--- src/rtl/letc_core_stage_writeback_q.sv ---
// LETC core writeback stage: resolves rd at enqueue, buffers writes in a small retire
// queue, and shares the single register-file write port with a long-latency unit.
module letc_core_stage_writeback_q #(
  parameter int unsigned XLEN        = 32,
  parameter int unsigned DEPTH       = 2,
  parameter bit          LP_PRIORITY = 1'b1
) (
  input  logic            clk,
  input  logic            rst_n,
  input  logic            w_stall,
  input  logic            w_flush,
  input  logic            in_valid,
  output logic            in_ready,
  input  logic [4:0]      in_rd_idx,
  input  logic            in_rd_we,
  input  logic [1:0]      in_rd_src,
  input  logic [XLEN-1:0] in_alu_result,
  input  logic [XLEN-1:0] in_mem_rdata,
  input  logic [1:0]      in_mem_addr_lo,
  input  logic [1:0]      in_mem_size,
  input  logic            in_mem_unsigned,
  input  logic [XLEN-1:0] in_csr_old_val,
  input  logic            lp_valid,
  output logic            lp_ready,
  input  logic [4:0]      lp_rd_idx,
  input  logic [XLEN-1:0] lp_rd_val,
  output logic            rf_rd_we,
  output logic [4:0]      rf_rd_idx,
  output logic [XLEN-1:0] rf_rd_val,
  input  logic [4:0]      fwd_idx,
  output logic            fwd_hit,
  output logic [XLEN-1:0] fwd_val,
  output logic            wb_idle
);

  localparam int unsigned PtrW = (DEPTH > 1) ? $clog2(DEPTH) : 1;
  localparam int unsigned CntW = $clog2(DEPTH + 1);

  // rd_src encodings shared with letc_core_pkg
  localparam logic [1:0] RdSrcAlu = 2'd0;
  localparam logic [1:0] RdSrcMem = 2'd1;
  localparam logic [1:0] RdSrcCsr = 2'd2;

  localparam logic [XLEN-1:0] Poison = XLEN'(32'hDEADBEEF);

  logic [4:0]      idx_q [DEPTH];
  logic [XLEN-1:0] val_q [DEPTH];
  logic [PtrW-1:0] rd_ptr_q, rd_ptr_d;
  logic [PtrW-1:0] wr_ptr_q, wr_ptr_d;
  logic [CntW-1:0] count_q, count_d;

  logic            full;
  logic            head_valid;
  logic            accept;
  logic            push;
  logic            pop;
  logic            take_lp;
  logic [XLEN-1:0] mem_sh;
  logic [XLEN-1:0] mem_val;
  logic [XLEN-1:0] enq_val;
  logic [PtrW-1:0] fwd_pos;

  assign full       = (count_q == CntW'(DEPTH));
  assign head_valid = (count_q != '0);
  assign wb_idle    = (count_q == '0);

  // Gated by rst_n so the handshake is closed for the whole reset interval.
  assign in_ready = rst_n && !full && !w_stall;
  assign accept   = in_valid && in_ready && !w_flush;
  assign push     = accept && in_rd_we && (in_rd_idx != 5'd0);

  // Load alignment and extension
  always_comb begin
    mem_sh  = in_mem_rdata >> {in_mem_addr_lo, 3'b000};
    mem_val = Poison;
    case (in_mem_size)
      2'd0: mem_val = in_mem_unsigned ? {{(XLEN-8){1'b0}}, mem_sh[7:0]}
                                      : {{(XLEN-8){mem_sh[7]}}, mem_sh[7:0]};
      2'd1: mem_val = in_mem_unsigned ? {{(XLEN-16){1'b0}}, mem_sh[15:0]}
                                      : {{(XLEN-16){mem_sh[15]}}, mem_sh[15:0]};
      2'd2: mem_val = in_mem_rdata;
      default: mem_val = Poison;
    endcase
  end

  always_comb begin
    enq_val = Poison;
    case (in_rd_src)
      RdSrcAlu: enq_val = in_alu_result;
      RdSrcMem: enq_val = mem_val;
      RdSrcCsr: enq_val = in_csr_old_val;
      default:  enq_val = Poison;
    endcase
  end

  // RF port arbitration between queue head and LP unit
  always_comb begin
    take_lp = 1'b0;
    pop     = 1'b0;
    if (rst_n && !w_stall) begin
      if (LP_PRIORITY) begin
        if (lp_valid)        take_lp = 1'b1;
        else if (head_valid) pop     = 1'b1;
      end else begin
        if (head_valid)      pop     = 1'b1;
        else if (lp_valid)   take_lp = 1'b1;
      end
    end
  end

  always_comb begin
    lp_ready  = take_lp;
    rf_rd_we  = 1'b0;
    rf_rd_idx = 5'd0;
    rf_rd_val = '0;
    if (take_lp && (lp_rd_idx != 5'd0)) begin
      rf_rd_we  = 1'b1;
      rf_rd_idx = lp_rd_idx;
      rf_rd_val = lp_rd_val;
    end else if (pop) begin
      rf_rd_we  = 1'b1;
      rf_rd_idx = idx_q[rd_ptr_q];
      rf_rd_val = val_q[rd_ptr_q];
    end
  end

  always_comb begin
    rd_ptr_d = pop  ? rd_ptr_q + PtrW'(1) : rd_ptr_q;
    wr_ptr_d = push ? wr_ptr_q + PtrW'(1) : wr_ptr_q;
    count_d  = count_q;
    case ({push, pop})
      2'b10:   count_d = count_q + CntW'(1);
      2'b01:   count_d = count_q - CntW'(1);
      default: count_d = count_q;
    endcase
  end

  // Scan oldest to youngest so the last match wins; the enqueuing entry is not yet visible.
  always_comb begin
    fwd_hit = 1'b0;
    fwd_val = '0;
    fwd_pos = rd_ptr_q;
    for (int unsigned k = 0; k < DEPTH; k++) begin
      fwd_pos = rd_ptr_q + PtrW'(k);
      if (rst_n && (CntW'(k) < count_q) && (fwd_idx != 5'd0) && (idx_q[fwd_pos] == fwd_idx)) begin
        fwd_hit = 1'b1;
        fwd_val = val_q[fwd_pos];
      end
    end
  end

  always_ff @(posedge clk or negedge rst_n) begin
    if (!rst_n) begin
      rd_ptr_q <= '0;
      wr_ptr_q <= '0;
      count_q  <= '0;
      for (int unsigned k = 0; k < DEPTH; k++) begin
        idx_q[k] <= 5'd0;
        val_q[k] <= '0;
      end
    end else begin
      rd_ptr_q <= rd_ptr_d;
      wr_ptr_q <= wr_ptr_d;
      count_q  <= count_d;
      if (push) begin
        idx_q[wr_ptr_q] <= in_rd_idx;
        val_q[wr_ptr_q] <= enq_val;
      end
    end
  end

  no_push_when_full : assert property (@(posedge clk) disable iff (!rst_n) !(push && full));
  no_pop_when_empty : assert property (@(posedge clk) disable iff (!rst_n) !(pop && !head_valid));

endmodule

--- config.mk ---
export PLATFORM = sky130hd
export DESIGN_NAME = letc_core_stage_writeback_q
export DESIGN_NICKNAME = d
export VERILOG_FILES = /design/src/rtl/letc_core_stage_writeback_q.sv
export SDC_FILE = /design/constraint.sdc
export NUM_CORES = 1
export LEC_CHECK = 0
export ABC_AREA = 1
export BUFFER_PORTS_ARGS = -buffer_cell sky130_fd_sc_hd__buf_2
export CAP_MARGIN = 20
export CORE_ASPECT_RATIO = 0.7
export CORE_UTILIZATION = 50
export CTS_CLUSTER_SIZE = 28
export DETAILED_ROUTE_END_ITERATION = 6
export PLACE_DENSITY = 0.91
export SETUP_SLACK_MARGIN = 0.1
export SLEW_MARGIN = 20
export SYNTH_ARGS = -nofsm -noshare
export SYNTH_HDL_FRONTEND = slang
export SYNTH_SLANG_ARGS = --single-unit
--- constraint.sdc ---
create_clock -name clk -period 2 [get_ports clk]
set_input_delay 0.1 -clock clk [delete_from_list [all_inputs] [get_ports clk]]
set_output_delay 0.1 -clock clk [all_outputs]
set_load 0.01 [all_outputs]
==> results of run 1 <==
[layout make-up]
type / count / area (um^2)
Timing Repair Buffer: 307 / 2130
Tap cell: 185 / 231
Clock inverter: 2 / 60.1
Clock buffer: 14 / 294
Inverter: 79 / 319
Multi-Input combinational cell: 983 / 4630
Fill cell: 1091 / 3870
Sequential cell: 78 / 1950
[state kept, by name, indices dropped and copies added, names as in the netlist]
| name | cells |
|---|---|
| count_q | 2 |
| val_q | 64 |
| wr_ptr_q | 1 |
| rd_ptr_q | 1 |
| idx_q | 10 |
[power by group through the flow]
stage                     combinational [W]  sequential [W]  clock, W
final                               0.00469         0.00273   0.00190
after global routing                0.00506         0.00279   0.00196
after CTS                           0.00384         0.00268   0.00190
after detailed placement            0.00357         0.00268         0
after global placement              0.00344         0.00266         0
after floorplan                     0.00260         0.00253         0
[repair_timing]
action	CTS	global route
setup endpoints to repair	101	142
resized for setup	38	88
hold buffers	2	0
endpoints found under the hold margin	80	0
pin swaps	3	9
buffers inserted	12	12
gates cloned	1	10
[tightest hold or removal path, cell delays in order]
cell and delay (ps):
buf_2 120, nand2_1 60, nand2_1 60
[worst paths after layout]
| kind | startpoint | to | slack (ps) | depth (start not counted) |
|---|---|---|---|---|
| worst max-delay path | rd_ptr_q$_DFFE_PN0P_ | fwd_val[29] | -470 | 11 |
| worst min-delay path | in_rd_idx[2] | idx_q[7]$_DFFE_PN0P_ | 30 | 3 |
| worst max register to register | count_q[1]$_DFFE_PN0P_ | val_q[45]$_DFFE_PN0P_ | -140 | 11 |
| worst min register to register | val_q[0]$_DFFE_PN0P_ | val_q[0]$_DFFE_PN0P_ | 480 | 2 |
| max in group asynchronous | rst_n | rd_ptr_q$_DFFE_PN0P_ | 980 | 3 |
| min in group asynchronous | rst_n | val_q[58]$_DFFE_PN0P_ | 460 | 3 |
[layer usage]
metal	global-route usage, %	part of all wire, %
met1	44.9	39
met2	54.5	44
met3	8.98	12
met4	15.3	4.0
met5	0	0
[cells in the mapped netlist, drive strengths merged (6+ instances only)]
master	instances
dfrtp	78
clkbuf	35
buf	38
mux2i	10
o21ai	97
nand3	104
a21oi	20
or2	11
o211ai	6
nor2	63
nand2	653
inv	77
[cells by family after synthesis]
kind of cell / Yosys count
multiplexers: 10
AND/OR/NAND/NOR: 841
flip-flops: 78
AO/OA/AOI/OAI: 123
XOR/XNOR: 5
adder cells (fa/ha/maj): 4
buffers and inverters: 152
[metrics by stage]
step / std cells / setup TNS [ps] / area (um^2) / setup WS (ps) / utilization (%)
final: 1648 / -15520 / 9620 / -474 / 71.3
after CTS: 1626 / -6430 / 9050 / -234 / 67.1
after detailed placement: 1595 / -8.15 / 8460 / -8.15 / 62.7
after global placement: 1595 / 0 / 8460 / 52.8 / 62.7
after global routing: 1648 / -20980 / 9620 / -493 / 71.3
after floorplan: 1213 / 0 / 7080 / 159 / -
==> summary.md, run 1 <==
| Metric | Value |
|---|---|
| IO Pins | approximately 230 |
| Synth warn | 0 |
| Syn_nets | 1374 |
| CTS root buf | clkbuf_16 |
| Total net switching power | 0.00407 W |
| Slowest-stage cell, CP | dfrtp_2 |
| First-pass GRT wire length | 38900 um |
| Antenna-violating nets left | 0 |
| P_int | 0.00525 W |
| RSZ-0062 raised after global routing | yes |
| Largest net degree at the start of global routing | 70 |
| Final min period | 2470 ps |
| Status | complete, but fails checks |
| Worst setup margin | -474 ps |
| CTS H-tree lvls | 3 |
| Mean post-synth cell area | 5.83 um^2 |
| Setup crit end kind | output pin |
| Clk sink count | 78 |
| Placeable Area | 0.0135 mm^2 |
| Endpoints failing setup | 71 |
| Static leakage | roughly 5.5 nW |
| Area added between synthesis and finish | 36.0% |
| Gate Count Post-Synth | 1213 |
| # rows | 35 |
| Mux cell area share after synthesis | 1.41% |
| DP Wirelength | 18300 um |
| Overall power | 0.00932 W |
| Clock share of power | approximately a fifth |
| Post-synthesis sequential area ratio | 27.6% |
| Combinational Power Share | 50.4% |
| Post-Synth XOR/XNOR Area | 0.725% |
| CTS tree | built |
| Post-synth top area cell | nand2_1 |
| Worst vdd ir | 0.628 mV |
| Pins over their slew limit | 0 |
| Failing checks | setup timing |
| Sequential share of power | 29.2% |
| Initial antenna violation count | 0 |
| Tightest Pin Transition | 640 ps |
| Bufs and invs on worst path | 3 |
| Clock Path Buffers | 2 |
| Total die area | 0.0146 mm^2 |
| Cell family with most CP delay | simple AND/OR/NAND/NOR gates |
| IO Port Bufs | 230 |
| Synth async-reset ratio | 100% |
| Final hold vios | 0 |
| Yosys cell types | 40 |
| Top_reg_cell synth | dfrtp_1 |
| Antenna cell count | 0 |
| Pwr per Cell Area | 969 mW/mm^2 |
| Tcrit/Tclk final | 124% |
| Die Y | 102 um |
| CP Launch Type | register |
| Worst endpoint required time | 1900 ps |
| Most common cell after layout, fill and taps aside | nand2_1 |
| Most Frequent Cell on Critical Path | nand2_1 |
| DR pass1 iterations | 6 |
| Slew HR | 56.9% |
| Crit-path max FO | 9 |
| Starting Density | 52.5% |
| Largest stage delay on the critical path | 490 ps |
| Max Clk Rate | roughly 400 MHz |
| Simple-gate share of the synthesized area | 50.6% |
| Vias after detailed routing | roughly 9100 |
| Min-delay worst type | primary input to register |
| Final wirelength | 27800 um |
| GRT Overall Usage | roughly 35% |
| Critical path class | register to output pin |
| Post-Synth Adder-Cell Area | 0.707% |
| GR Overflow Total | 0 |
| Layout cells sized above 1 | 28.9% |
| Die width | 144 um |
| Commonest non-fill, non-tap cells in the layout | nand2_1 (628), buf_2 (226), dfrtp_1 (77) |
| CP Data Arrival Time | about 2400 ps |
| Worst path cell trace | buf_12, nand2_2, nand2_1, nand2_1, nand3_1, nor2_2, nand3_4, buf_6, or2_0, nand2_1, buf_2 |
| Synth Area in Compound Gates | 8.97% |
| EDFF count, synth | 0 |
| Gp weighted congestion | 1.01 |
| Mapped cell area | 0.00708 mm^2 |
| Vias per cell | 5.52 |
| Drt drc | 0 |
| Synth area leaders | nand2_1 (34%), dfrtp_1 (28%), o21ai_0 (6.7%) |
| Nets@finish | 1619 |
| Setup Skew | 5.05 ps |
| Starting DRT DRC Count | 923 |
| Yosys top cell area share | 34.1% |
| Worst-skew pair later-pin latency | around 340 ps |
| Largest family of logic cells by synthesized area | simple AND/OR/NAND/NOR gates |
| Switching Fraction | a little over two fifths |
| DR WL/cell | about 17 um |
| Max_cap viols | 0 |
| CTS buffer count | 9 |
| WHS | 32.9 ps |
| Count of state elements after synthesis | 78 |
| Worst-path clk slew | 60 ps |
| Vias in the first global route | just under 8000 |
Power figures use the tool's default switching activity.
==> inputs of run 2 (changes only) <==
- CTS_BUF_LIST: unset -> sky130_fd_sc_hd__clkbuf_8
==> run 2 against run 1 <==
Effect of this change: the run still ends with setup timing left; first-iteration DRC count shrank 6.2%; die area did not move; final cell count about the same; sequential share of layout area is 0.38 points higher; combinational power decreased by 5.5%.
==> summary.md, run 2 (synthesis gave the netlist of run 1 again) <==
| Metric | Value |
|---|---|
| Static leakage | 5.47 nW (was 5.54 nW) |
| Crit-path max FO | 9 (unchanged) |
| Critical path class | register to output pin (unchanged) |
| GR Overflow Total | 0 (unchanged) |
| Sequential cell area | 0.00195 mm^2 (unchanged) |
| DP Wirelength | 18300 um (unchanged) |
| Most common cell after layout, fill and taps aside | nand2_1 (unchanged) |
| DR WL/cell | 16.3 um (was 16.9 um) |
| Vias after detailed routing | 9065 (was 9104) |
| GR Util met1 | 44.7% (was 44.9%) |
| Gp weighted congestion | 1.01 (unchanged) |
| CTS H-tree lvls | 3 (unchanged) |
| Max reg flops | 64 (unchanged) |
| Tightest Pin Transition | 645 ps (was 640 ps) |
| Vias per cell | 5.50 (was 5.52) |
| Failing checks | setup timing (unchanged) |
| RSZ-0062 raised after global routing | yes (unchanged) |
| CTS root buf | clkbuf_8 (was clkbuf_16) |
| Setup crit end kind | output pin (unchanged) |
| Die Y | 102 um (unchanged) |
| Top reg by flops | val_q (unchanged) |
| Filler cells | 1150 (was 1091) |
| GRT Overall Usage | 34.2% (was 34.6%) |
| CP Launch Type | register (unchanged) |
| IO Pins | 231 (unchanged) |
| Total die area | 0.0146 mm^2 (unchanged) |
| Slew HR | 57.0% (was 56.9%) |
| Nets@finish | 1620 (was 1619) |
| DR pass1 iterations | 6 (unchanged) |
| First-pass GRT wire length | 38600 um (was 38900 um) |
| GRT Max-Usage Layer | met2 (unchanged) |
| Status | complete, but fails checks (unchanged) |
| Starting Density | 52.5% (unchanged) |
| Regs by FF count | val_q: 64 flops, idx_q: 10 flops, count_q: 2 flops (unchanged) |
| Pwr per Cell Area | 914 mW/mm^2 (was 969 mW/mm^2) |
| Max Clk Rate | 418 MHz (was 404 MHz) |
| Endpoints failing setup | 81 (was 71) |
| Worst-path clk slew | 80 ps (was 60 ps) |
| Antenna cell count | 0 (unchanged) |
| Final wirelength | 26900 um (was 27800 um) |
| Commonest non-fill, non-tap cells in the layout | nand2_1 (631), buf_2 (227), dfrtp_1 (77) (was nand2_1 (628), buf_2 (226), dfrtp_1 (77)) |
| Pins over their slew limit | 0 (unchanged) |
| Antenna-violating nets left | 0 (unchanged) |
| Layout cells sized above 1 | 28.6% (was 28.9%) |
| CTS buffer count | 9 (unchanged) |
| Multi-input combinational cell area | 0.00461 mm^2 (was 0.00463 mm^2) |
| Final min period | 2390 ps (was 2470 ps) |
| Layout Cells excl Fill | 1649 (was 1648) |
| CTS tree | built (unchanged) |
| # rows | 35 (unchanged) |
| Tcrit/Tclk final | 120% (was 124%) |
| Worst setup margin | -394 ps (was -474 ps) |
| Largest net degree at the start of global routing | 70 (unchanged) |
| IO Port Bufs | 230 (unchanged) |
| Initial antenna violation count | 0 (unchanged) |
| Starting DRT DRC Count | 866 (was 923) |
| Placed cells | 1595 (unchanged) |
| Final core utilization | 70.0% (was 71.3%) |
| Worst vdd ir | 0.726 mV (was 0.628 mV) |
| Drt drc | 0 (unchanged) |
| Final hold vios | 0 (unchanged) |
| Worst-skew pair later-pin latency | 370 ps (was 340 ps) |
| CP Data Arrival Time | 2290 ps (was 2370 ps) |
| Worst endpoint required time | 1900 ps (about the same) |
| Min-delay worst type | primary input to register (unchanged) |
| Vias in the first global route | 7797 (was 7891) |
| Clk sink count | 78 (unchanged) |
| Placeable Area | 0.0135 mm^2 (unchanged) |
| Area added between synthesis and finish | 33.4% (was 36.0%) |
| Max_cap viols | 0 (unchanged) |
| Setup Skew | 7.54 ps (was 5.05 ps) |
| Clock Path Buffers | 2 (unchanged) |
| Die width | 144 um (unchanged) |
| M2 GR Usage | 54.4% (was 54.5%) |
| GRT met3 Usage | 9.08% (was 8.98%) |
==> run 2: changes by cell type in the layout (fill, tap and decap cells not counted), sizes merged <==
cell | previous run | this run
clkbuf | 21 | 17
dlygate4sd3 | 2 | 5
clkinv | 2 | 3
inv | 77 | 78
==> run 2: layout make-up <==
type | count | area share (%)
clock buffer | 14 | 2.04
clock inverter | 2 | 0.636
inverter | 79 | 3.38
multi-input combinational | 983 | 48.8
sequential | 78 | 20.7
tap | 185 | 2.45
timing repair buffer | 306 | 21.8
timing repair inverter | 2 | 0.186
==> run 2: timing repair <==
item                                    in CTS  in global routing
buffers inserted                             8                 17
hold buffers                                 5                  0
endpoints found under the setup margin      97                148
pin swaps                                    2                 19
endpoints found under the hold margin       86                  0
gates cloned                                 1                  7
gates resized for setup                     33                 77
==> run 2: final timing paths <==
check	end	cells after the start	slack, ps	start
max	fwd_val[0]	11	-390	rd_ptr_q$_DFFE_PN0P_
min in group asynchronous	val_q[20]$_DFFE_PN0P_	3	410	rst_n
max in group asynchronous	rd_ptr_q$_DFFE_PN0P_	3	1030	rst_n
max reg2reg	val_q[47]$_DFFE_PN0P_	13	-210	count_q[1]$_DFFE_PN0P_
min	idx_q[1]$_DFFE_PN0P_	3	8	in_rd_idx[1]
min reg2reg	val_q[19]$_DFFE_PN0P_	2	490	val_q[19]$_DFFE_PN0P_
==> run 2: power breakdown <==
| part | leakage, nW | internal [W] | switching (W) |
|---|---|---|---|
| logic | 4.33 | 0.00168 | 0.00275 |
| registers | 1.01 | 0.00218 | 0.000537 |
| clock network | 0.129 | 0.000874 | 0.000601 |
| total | 5.47 | 0.00474 | 0.00389 |
==> run 2: metal layers <==
layer	part of all wire, %	up-vias
li1	-	4263
met1	40	4061
met2	44	635
met3	12	106
met4	3.9	0
met5	0	-
==> run 2: worst max-delay path: stages (launching register included) <==
cell and delay, ps:
dfrtp_2 500, buf_12 170, nand2_1 90, nand2_1 80, nand2_1 80, nand2_1 90, nor3_4 210, buf_4 170
buf_6 160, nand3_1 140, nand2_1 110, buf_2 130
==> run 2: stage by stage <==
stage | power, W | area [um^2] | worst slack (ps) | TNS [ps] | hold WS [ps]
2_1_floorplan | 0.00513 | 7080 | 159 | 0 | -196
3_3_place_gp | 0.00610 | 8460 | 52.8 | 0 | 199
3_5_place_dp | 0.00625 | 8460 | -8.15 | -8.15 | 206
4_1_cts | 0.00791 | 8930 | -281 | -8200 | 3.03
5_1_grt | 0.00914 | 9440 | -446 | -24150 | 18.4
6_report | 0.00863 | 9440 | -394 | -16300 | 7.79
